$ cat src/rtl/pc_pkg.sv
// Shared op encoding and priority encoder for the PC / return-stack slice.
// Imported by pc_stack and ras_lifo.
package pc_pkg;

    localparam logic [2:0] OP_HOLD = 3'd0;
    localparam logic [2:0] OP_INC  = 3'd1;
    localparam logic [2:0] OP_LOAD = 3'd2;
    localparam logic [2:0] OP_CALL = 3'd3;
    localparam logic [2:0] OP_RET  = 3'd4;

    // ret > call > load > inc > hold
    function automatic logic [2:0] pc_op(
        input logic ret,
        input logic call,
        input logic load,
        input logic inc
    );
        logic [2:0] op;
        op = OP_HOLD;
        priority case (1'b1)
            ret:     op = OP_RET;
            call:    op = OP_CALL;
            load:    op = OP_LOAD;
            inc:     op = OP_INC;
            default: op = OP_HOLD;
        endcase
        return op;
    endfunction

endpackage

$ cat src/rtl/ras_lifo.sv
// Circular return-address LIFO: storage, stack pointer, depth count.
// Ports: clock, reset (async low), push, pop, wdata, rdata, full, empty, depth.
module ras_lifo
    import pc_pkg::*;
#(
    parameter int WIDTH = 16,
    parameter int DEPTH = 8
) (
    input  logic                     clock,
    input  logic                     reset,
    input  logic                     push,
    input  logic                     pop,
    input  logic [WIDTH-1:0]         wdata,
    output logic [WIDTH-1:0]         rdata,
    output logic                     full,
    output logic                     empty,
    output logic [$clog2(DEPTH):0]   depth
);

    localparam int PW = $clog2(DEPTH);
    localparam logic [PW-1:0] SP_ONE  = PW'(1);
    localparam logic [PW:0]   CNT_ONE = (PW+1)'(1);
    localparam logic [PW:0]   CNT_MAX = (PW+1)'(DEPTH);

    logic [WIDTH-1:0] mem [DEPTH];
    logic [PW-1:0]    sp;
    logic [PW:0]      cnt;

    assign full  = (cnt == CNT_MAX);
    assign empty = (cnt == '0);
    assign depth = cnt;
    assign rdata = mem[sp - SP_ONE];

    // A push while full wraps sp onto the oldest entry; count saturates.
    always_ff @(posedge clock or negedge reset) begin
        if (!reset) begin
            sp  <= '0;
            cnt <= '0;
        end else if (push) begin
            sp <= sp + SP_ONE;
            if (!full)
                cnt <= cnt + CNT_ONE;
        end else if (pop && !empty) begin
            sp  <= sp - SP_ONE;
            cnt <= cnt - CNT_ONE;
        end
    end

    // Contents are don't-care after reset, so no reset here.
    always_ff @(posedge clock) begin
        if (push)
            mem[sp] <= wdata;
    end

endmodule

$ cat src/rtl/pc_stack.sv
// Fetch program counter with hardware return-address stack.
// Ports: clock, reset (async low), in, load, inc, call, ret, rel -> out, depth, ovf, unf.
// Optional: define PC_REL_BRANCH_EN for pc-relative load/call targets.
module pc_stack
    import pc_pkg::*;
#(
    parameter int               WIDTH     = 16,
    parameter int               DEPTH     = 8,
    parameter logic [WIDTH-1:0] RESET_VEC = '0
) (
    input  logic                     clock,
    input  logic                     reset,
    input  logic [WIDTH-1:0]         in,
    input  logic                     load,
    input  logic                     inc,
    input  logic                     call,
    input  logic                     ret,
    input  logic                     rel,
    output logic [WIDTH-1:0]         out,
    output logic [$clog2(DEPTH):0]   depth,
    output logic                     ovf,
    output logic                     unf
);

    logic [2:0]       op;
    logic [WIDTH-1:0] pc_inc;
    logic [WIDTH-1:0] target;
    logic [WIDTH-1:0] top;
    logic [WIDTH-1:0] pc_next;
    logic             push;
    logic             pop;
    logic             full;
    logic             empty;

    assign op     = pc_op(ret, call, load, inc);
    assign push   = (op == OP_CALL);
    assign pop    = (op == OP_RET);
    assign pc_inc = out + WIDTH'(1);

`ifdef PC_REL_BRANCH_EN
    // in is a two's-complement offset; mod-2^WIDTH add handles the sign.
    assign target = rel ? (out + in) : in;
`else
    logic unused_rel;
    assign unused_rel = rel;
    assign target     = in;
`endif

    ras_lifo #(
        .WIDTH (WIDTH),
        .DEPTH (DEPTH)
    ) u_ras (
        .clock (clock),
        .reset (reset),
        .push  (push),
        .pop   (pop),
        .wdata (pc_inc),
        .rdata (top),
        .full  (full),
        .empty (empty),
        .depth (depth)
    );

    always_comb begin
        pc_next = out;
        case (op)
            OP_INC:  pc_next = pc_inc;
            OP_LOAD: pc_next = target;
            OP_CALL: pc_next = target;
            OP_RET:  if (!empty) pc_next = top;
            default: pc_next = out;
        endcase
    end

    always_ff @(posedge clock or negedge reset) begin
        if (!reset) begin
            out <= RESET_VEC;
            ovf <= 1'b0;
            unf <= 1'b0;
        end else begin
            out <= pc_next;
            if (push && full)
                ovf <= 1'b1;
            if (pop && empty)
                unf <= 1'b1;
        end
    end

endmodule

$ cat config.mk
export PLATFORM = sky130hd
export DESIGN_NAME = pc_stack
export DESIGN_NICKNAME = d
export VERILOG_FILES = /design/src/rtl/pc_pkg.sv /design/src/rtl/ras_lifo.sv /design/src/rtl/pc_stack.sv
export SDC_FILE = /design/constraint.sdc
export NUM_CORES = 1
export LEC_CHECK = 0
export CELL_PAD_IN_SITES_DETAIL_PLACEMENT = 2
export CELL_PAD_IN_SITES_GLOBAL_PLACEMENT = 2
export CORE_UTILIZATION = 39
export CTS_CLUSTER_SIZE = 40
export DETAILED_ROUTE_END_ITERATION = 12
export PLACE_DENSITY_LB_ADDON = 0.1
export SLEW_MARGIN = 15
export SYNTH_ARGS = -nofsm -noshare
export SYNTH_HDL_FRONTEND = slang
export SYNTH_SLANG_ARGS = --single-unit
$ cat constraint.sdc
create_clock -name clock -period 3.1 [get_ports clock]
set_clock_uncertainty 0.15 [all_clocks]
set_input_delay 0.465 -clock clock [delete_from_list [all_inputs] [get_ports clock]]
set_output_delay 0.465 -clock clock [all_outputs]
set_load 0.05 [all_outputs]
* Yosys cells after proc, flatten, opt, wreduce, memory -nomap -nowiden
Memory sizes are Yosys's and may differ from the RTL's.
Index checks and enable logic that the tools add are counted.
Widths: inputs -> output; s select.
** Storage, ports and cells
- Register bits after elaboration :: 25
- Latch bits :: 0
- Memory bits (writable) :: 128
- ROM bits :: 0
- Input port bits :: 23
- Output and inout port bits :: 22
- Word-level logic and storage cells :: 41
- Memories kept :: 1
** Cells by class
- Add/subtract/negate cells :: 5
- Multipliers :: 0
- Divide/modulo/power cells :: 0
- Order comparisons :: 0
- Equal/unequal tests :: 7
- Shift operators :: 0
- Multiplexer cells :: 13
- Bitwise logic cells :: 0
- Reduce and logical (&&, ||, !) cells :: 10
** Memory list
- u_ras.mem :: words 8, width 16, read ports 1, clocked after Yosys merged registers in 0, write ports 1, RTL line ras_lifo.sv:25 : logic [WIDTH-1:0] mem [DEPTH];
** Operator list (count)
- $pmux 16 s3 :: 1
- $add 16x1->16 const B :: 1
- $mux 16 :: 1
- $mux 3 :: 5
- $mux 4 :: 3
- $eq 3x2->1 const B :: 2
- $add 4x1->4 const B :: 1
- $eq 4x4->1 const B :: 1
- $logic_not 4->1 :: 1
- $ne 2x2->1 const B :: 2
- $reduce_and 2->1 :: 2
- $sub 4x1->4 const B :: 1
- $add 3x1->3 const B :: 1
- $eq 3x1->1 const B :: 1
- $eq 3x3->1 const B :: 1
- $logic_and 1x1->1 :: 3
- $mux 1 :: 3
- $reduce_bool 3->1 :: 1
- $sub 3x1->3 const B :: 1
- $reduce_bool 2->1 :: 1
- $reduce_or 2->1 :: 1
- $logic_not 1->1 :: 1

* Logic depth before layout (Yosys ltp)
- Depth after elaboration :: 8
- Gate-level depth with buffers :: 11

* By module
From an unflattened synthesis, not the netlist that was laid out.
** Unflattened totals
- Cell total of the unflattened synthesis :: 419
- Area total of the unflattened synthesis :: 6829.0 um2
** By module, submodules not included
- ras_lifo :: times used 1, cells an instance 249, area each 5382.7 um2
- pc_stack :: times used 1, cells an instance 170, area each 1446.4 um2

* Least setup slack after synthesis
OpenSTA, ideal clock, no wires.
- Path kind :: input -> register
- Start :: input call
- End :: memory u_ras.mem[0][0] (enable)
- Library setup time :: 0.430 ns
- Arrival time :: 2.486 ns
- Setup slack :: 0.034 ns
- Stages on the path :: 4
- Cells stage by stage :: nor2b_1 > clkbuf_1 > inv_2 > nor4_1
** Between the ends
- Longest elaborated chain between the ends :: 5
** RTL lines
- start, declared :: RTL line pc_stack.sv:16 : input logic call,
- $mux 3 (2 in a row) :: RTL line pc_pkg.sv:20 : priority case (1'b1)
- $eq 3x2->1 :: RTL line pc_stack.sv:36 : assign push = (op == OP_CALL);
- $mux 1 :: RTL line ras_lifo.sv:51 : if (push)
- $mux 1 (not written as such) :: RTL line ras_lifo.sv:52 : mem[sp] <= wdata;
- end, declared :: RTL line ras_lifo.sv:25
Every way passes these cells.

* Worst setup path after layout
- Start :: register u_ras.sp[1]
- End :: register out[12]
** Between the ends
- Longest elaborated chain between the ends :: 4
** RTL lines
- start, declared :: RTL line ras_lifo.sv:26 : logic [PW-1:0] sp;
- start signal, assigned :: RTL line ras_lifo.sv:40 : sp <= sp + SP_ONE;
- start signal, assigned :: RTL line ras_lifo.sv:44 : sp <= sp - SP_ONE;
- $sub 3x1->3 :: RTL line ras_lifo.sv:32 : assign rdata = mem[sp - SP_ONE];
- $mem_v2 8x16
- $mux 16 :: RTL line pc_stack.sv:70 : OP_RET: if (!empty) pc_next = top;
- $pmux 16 s3 :: RTL line pc_stack.sv:66 : case (op)
- end signal, assigned :: RTL line pc_stack.sv:81 : out <= pc_next;
- end, declared :: RTL line pc_stack.sv:19 : output logic [WIDTH-1:0] out,
Every way passes these cells. The select of a mux whose other input is x is not followed.
A chain may end at the register's enable or synchronous reset.

==> flow_summary_export.csv <==
group,metric,value,unit
floorplanning,die_area,17700,sq um
floorplanning,initial_core_util,40.10,%
global_route,grt_pass1_wl,29380,microns
power,ir_drop,432.6,uV
clocking,clock_sinks,153,
critical_path,crit_path_start_kind,"register",
clocking,cts_max_path_buffers,2,
placed_design,port_buffers,43,
placed_design,dp_hpwl,12390,microns
route,vias_per_cell,5.711,
yosys,synth-edff-count,128,
timing,setup_viol,0,
floorplanning,chipWidth,133.0,microns
clocking,worstSkewPairLatency,0.44,ns
critical_path,path_buf_inv,1,
route,antenna_left,0,
run_status,status,"completed",
clocking,cts_hold_buf,0,
critical_path,cp_top_family,"multiplexers",
cells_and_area,area.growth.synth_to_final,21.75,%
clocking,cts_tree,"yes",
timing,slew_viol_final,0,
timing,hold_ws,0.2797,ns
clocking,cts-resized-gates,0,
clocking,root_buffer,"clkbuf_16",
route,post_drt_wl_per_cell,26.15,microns
yosys,ys_warn_count,0,
route,via_count,4186,
global_route,overflow,0,
route,drc,0,
cells_and_area,mostFrequentLayoutCell,"edfxtp_1",
timing,tightest_slew,0.7993,ns
clocking,htreeDepth,4,
critical_path,path_class,"reg -> reg",
timing,period_needed,2.976,ns
clocking,cts_setup_buffers,0,
yosys,synth.avg_cell_area,15.47,sq um
yosys,synth_flop_cell,"edfxtp_1",
floorplanning,core_area,16700,sq um
yosys,synth_cell_type_count,56,
critical_path,cp_max_fo,12,
floorplanning,die_h,133.0,microns
yosys,synth_top_cell_area_share,57.40,%
cells_and_area,fin_util,48.82,%
timing,finalCritPeriodShare,95.98,%
critical_path,end_kind,"register",
power,power,9.148,mW
timing,grt_setup_unrepaired,"no",
cells_and_area,layout.nets,528,
yosys,synth_area_leader_cell,"edfxtp_1",
timing,finalHoldViolCount,0,
placed_design,globalplace.congestion,0.7682,
route,drt_wl_total,19170,microns
yosys,synthArstFlopShare,16.34,%
global_route,antenna_found_initial,0,
min_path,hold_path_class,"in -> async",
flow_run,maxCapViolCount,0,
critical_path,path_cells,"inv_1 > ha_1 > xor2_4 > mux4_1 > o22ai_1 > a21oi_1 > a21boi_2",
route,drtIter0Drc,205,
clocking,clkTransAtPathRegs,0.06,ns
route,dr.pass1.iters,4,
timing,setup_ws,0.1245,ns
timing,setup_tns,0,ns
yosys,synth_area,6696,sq um
critical_path,arrival,3.14,ns
yosys,ys_ff_latch,153,
critical_path,slowest_delay,0.66,ns
critical_path,required,3.27,ns
timing,slew_headroom,46.33,%
timing,fmax,0.3361,GHz
yosys,syn_inst,433,
power,cellLeakagePower,2.754,nW
yosys,seq_area_frac_synth,66.74,%
floorplanning,io_pins,45,
placed_design,place_ws,0.2546,ns
cells_and_area,drive_gt1_share,21.25,%
global_route,grt_max_degree,38,
cells_and_area,mostFrequentLayoutCells,"128 x edfxtp_1, 43 x clkdlybuf4s50_1, 32 x buf_4",
yosys,yosys-top-cells-area,"edfxtp_1 57%, mux4_2 9.4%, dfrtp_1 9.3%",
critical_path,critPathSlowestCell,"mux4_1",
floorplanning,rows,47,
cells_and_area,antennaDiodeCount,0,
clocking,cts_buffers,17,
global_route,grtUsageTotal,23.61,%
power,powerDensity,1122,nW/um^2
global_route,grt_pass1_vias,4657,
yosys,synth_nets,461,
[layout make-up]
| cell class | count | area [sq um] |
|---|---|---|
| Fill cell | 1528 | 8548 |
| Inverter | 7 | 26.28 |
| Clock inverter | 14 | 168.9 |
| Clock buffer | 18 | 429.2 |
| Timing Repair Buffer | 75 | 670.6 |
| Sequential cell | 153 | 4471 |
| Multi-Input combinational cell | 246 | 2112 |
| Tap cell | 220 | 275.3 |
[cell families (layout without fill, tap and decap cells)]
| family | Yosys count | count (layout) | synth area share [%] |
|---|---|---|---|
| flops | 153 | 153 | 66.74 |
| mux | 37 | 37 | 11.79 |
| buf+inv | 34 | 114 | 2.261 |
| simple gates | 115 | 115 | 8.371 |
| xor+xnor | 23 | 23 | 3.289 |
| fa+ha+maj | 5 | 5 | 0.9342 |
| compound gates | 66 | 66 | 6.614 |
[through the flow]
| stage | area, sq um | cells |
|---|---|---|
| 6_report | 8153 | 733 |
| 4_1_cts | 8153 | 733 |
| 3_3_place_gp | 7555 | 701 |
| 5_1_grt | 8153 | 733 |
| 3_5_place_dp | 7555 | 701 |
| 2_1_floorplan | 6696 | 433 |
[per-layer routing]
layer / wire [microns] / track usage [%] / vias to the layer above / share of wire, %
met2: 9806 / 39.79 / 91 / 51
met5: 0 / 0 / - / 0
met1: 8253 / 30.18 / 2223 / 43
li1: - / - / 1846 / -
met4: 352 / 7.791 / 0 / 1.8
met3: 753 / 5.249 / 26 / 3.9
[power breakdown]
| group | internal [mW] | switching, mW | leakage [nW] | total, mW |
|---|---|---|---|---|
| clock | 1.27 | 0.868 | 0.290 | 2.14 |
| sequential | 2.91 | 0.403 | 1.44 | 3.31 |
| combinational | 1.42 | 2.28 | 1.02 | 3.70 |
| total | 5.60 | 3.55 | 2.75 | 9.15 |
[sequential cells by signal, summed over array words and instances (netlist names)]
signal and cells:
out 16, ovf 1, u_ras.depth 4, u_ras.mem 128
u_ras.sp 3, unf 1
[worst register-to-register path, stage by stage (launching register included)]
cell	delay (ns)
dfrtp_1	0.48
inv_1	0.18
ha_1	0.35
xor2_4	0.54
mux4_1	0.66
o22ai_1	0.24
a21oi_1	0.10
a21boi_2	0.16
[synth_stat cells (2+ instances only)]
| cell | count |
|---|---|
| nand3_1 | 15 |
| a21oi_1 | 11 |
| o22ai_1 | 9 |
| nor4_1 | 4 |
| o21ai_0 | 10 |
| nand2b_1 | 3 |
| edfxtp_1 | 128 |
| a31oi_1 | 9 |
| mux2_2 | 3 |
| buf_4 | 3 |
| xor2_1 | 7 |
| nor2_1 | 30 |
| clkbuf_2 | 2 |
| mux4_2 | 28 |
| and4_1 | 2 |
| a211oi_1 | 4 |
| xnor2_1 | 15 |
| nor3_1 | 12 |
| clkbuf_1 | 11 |
| nand2_1 | 31 |
| a21o_1 | 3 |
| buf_2 | 8 |
| buf_1 | 3 |
| ha_1 | 5 |
| nand4_1 | 6 |
| inv_1 | 6 |
| a22oi_1 | 2 |
| nor2b_1 | 3 |
| o211ai_1 | 2 |
| dfrtp_1 | 25 |
| mux2i_1 | 2 |
| o32ai_1 | 3 |
| or3_1 | 2 |
| mux4_1 | 4 |
[path summary, 6_finish.rpt]
check                      cells after the start               startpoint                    endpoint  slack (ns)
setup / recovery                               7  u_ras.sp[1]$_DFFE_PN0P_         out[12]$_DFFE_PN0P_        0.12
hold / removal                                 2                    reset  u_ras.depth[3]$_DFFE_PN0P_        0.28
setup reg to reg                               7  u_ras.sp[1]$_DFFE_PN0P_         out[12]$_DFFE_PN0P_        0.12
hold reg to reg                                1          unf$_DFFE_PN0N_             unf$_DFFE_PN0N_        0.32
max in group asynchronous                      2                    reset          out[2]$_DFFE_PN0P_        2.21
min in group clock                             1          unf$_DFFE_PN0N_             unf$_DFFE_PN0N_        0.32
Note: power is estimated with default switching activity, not from simulation.
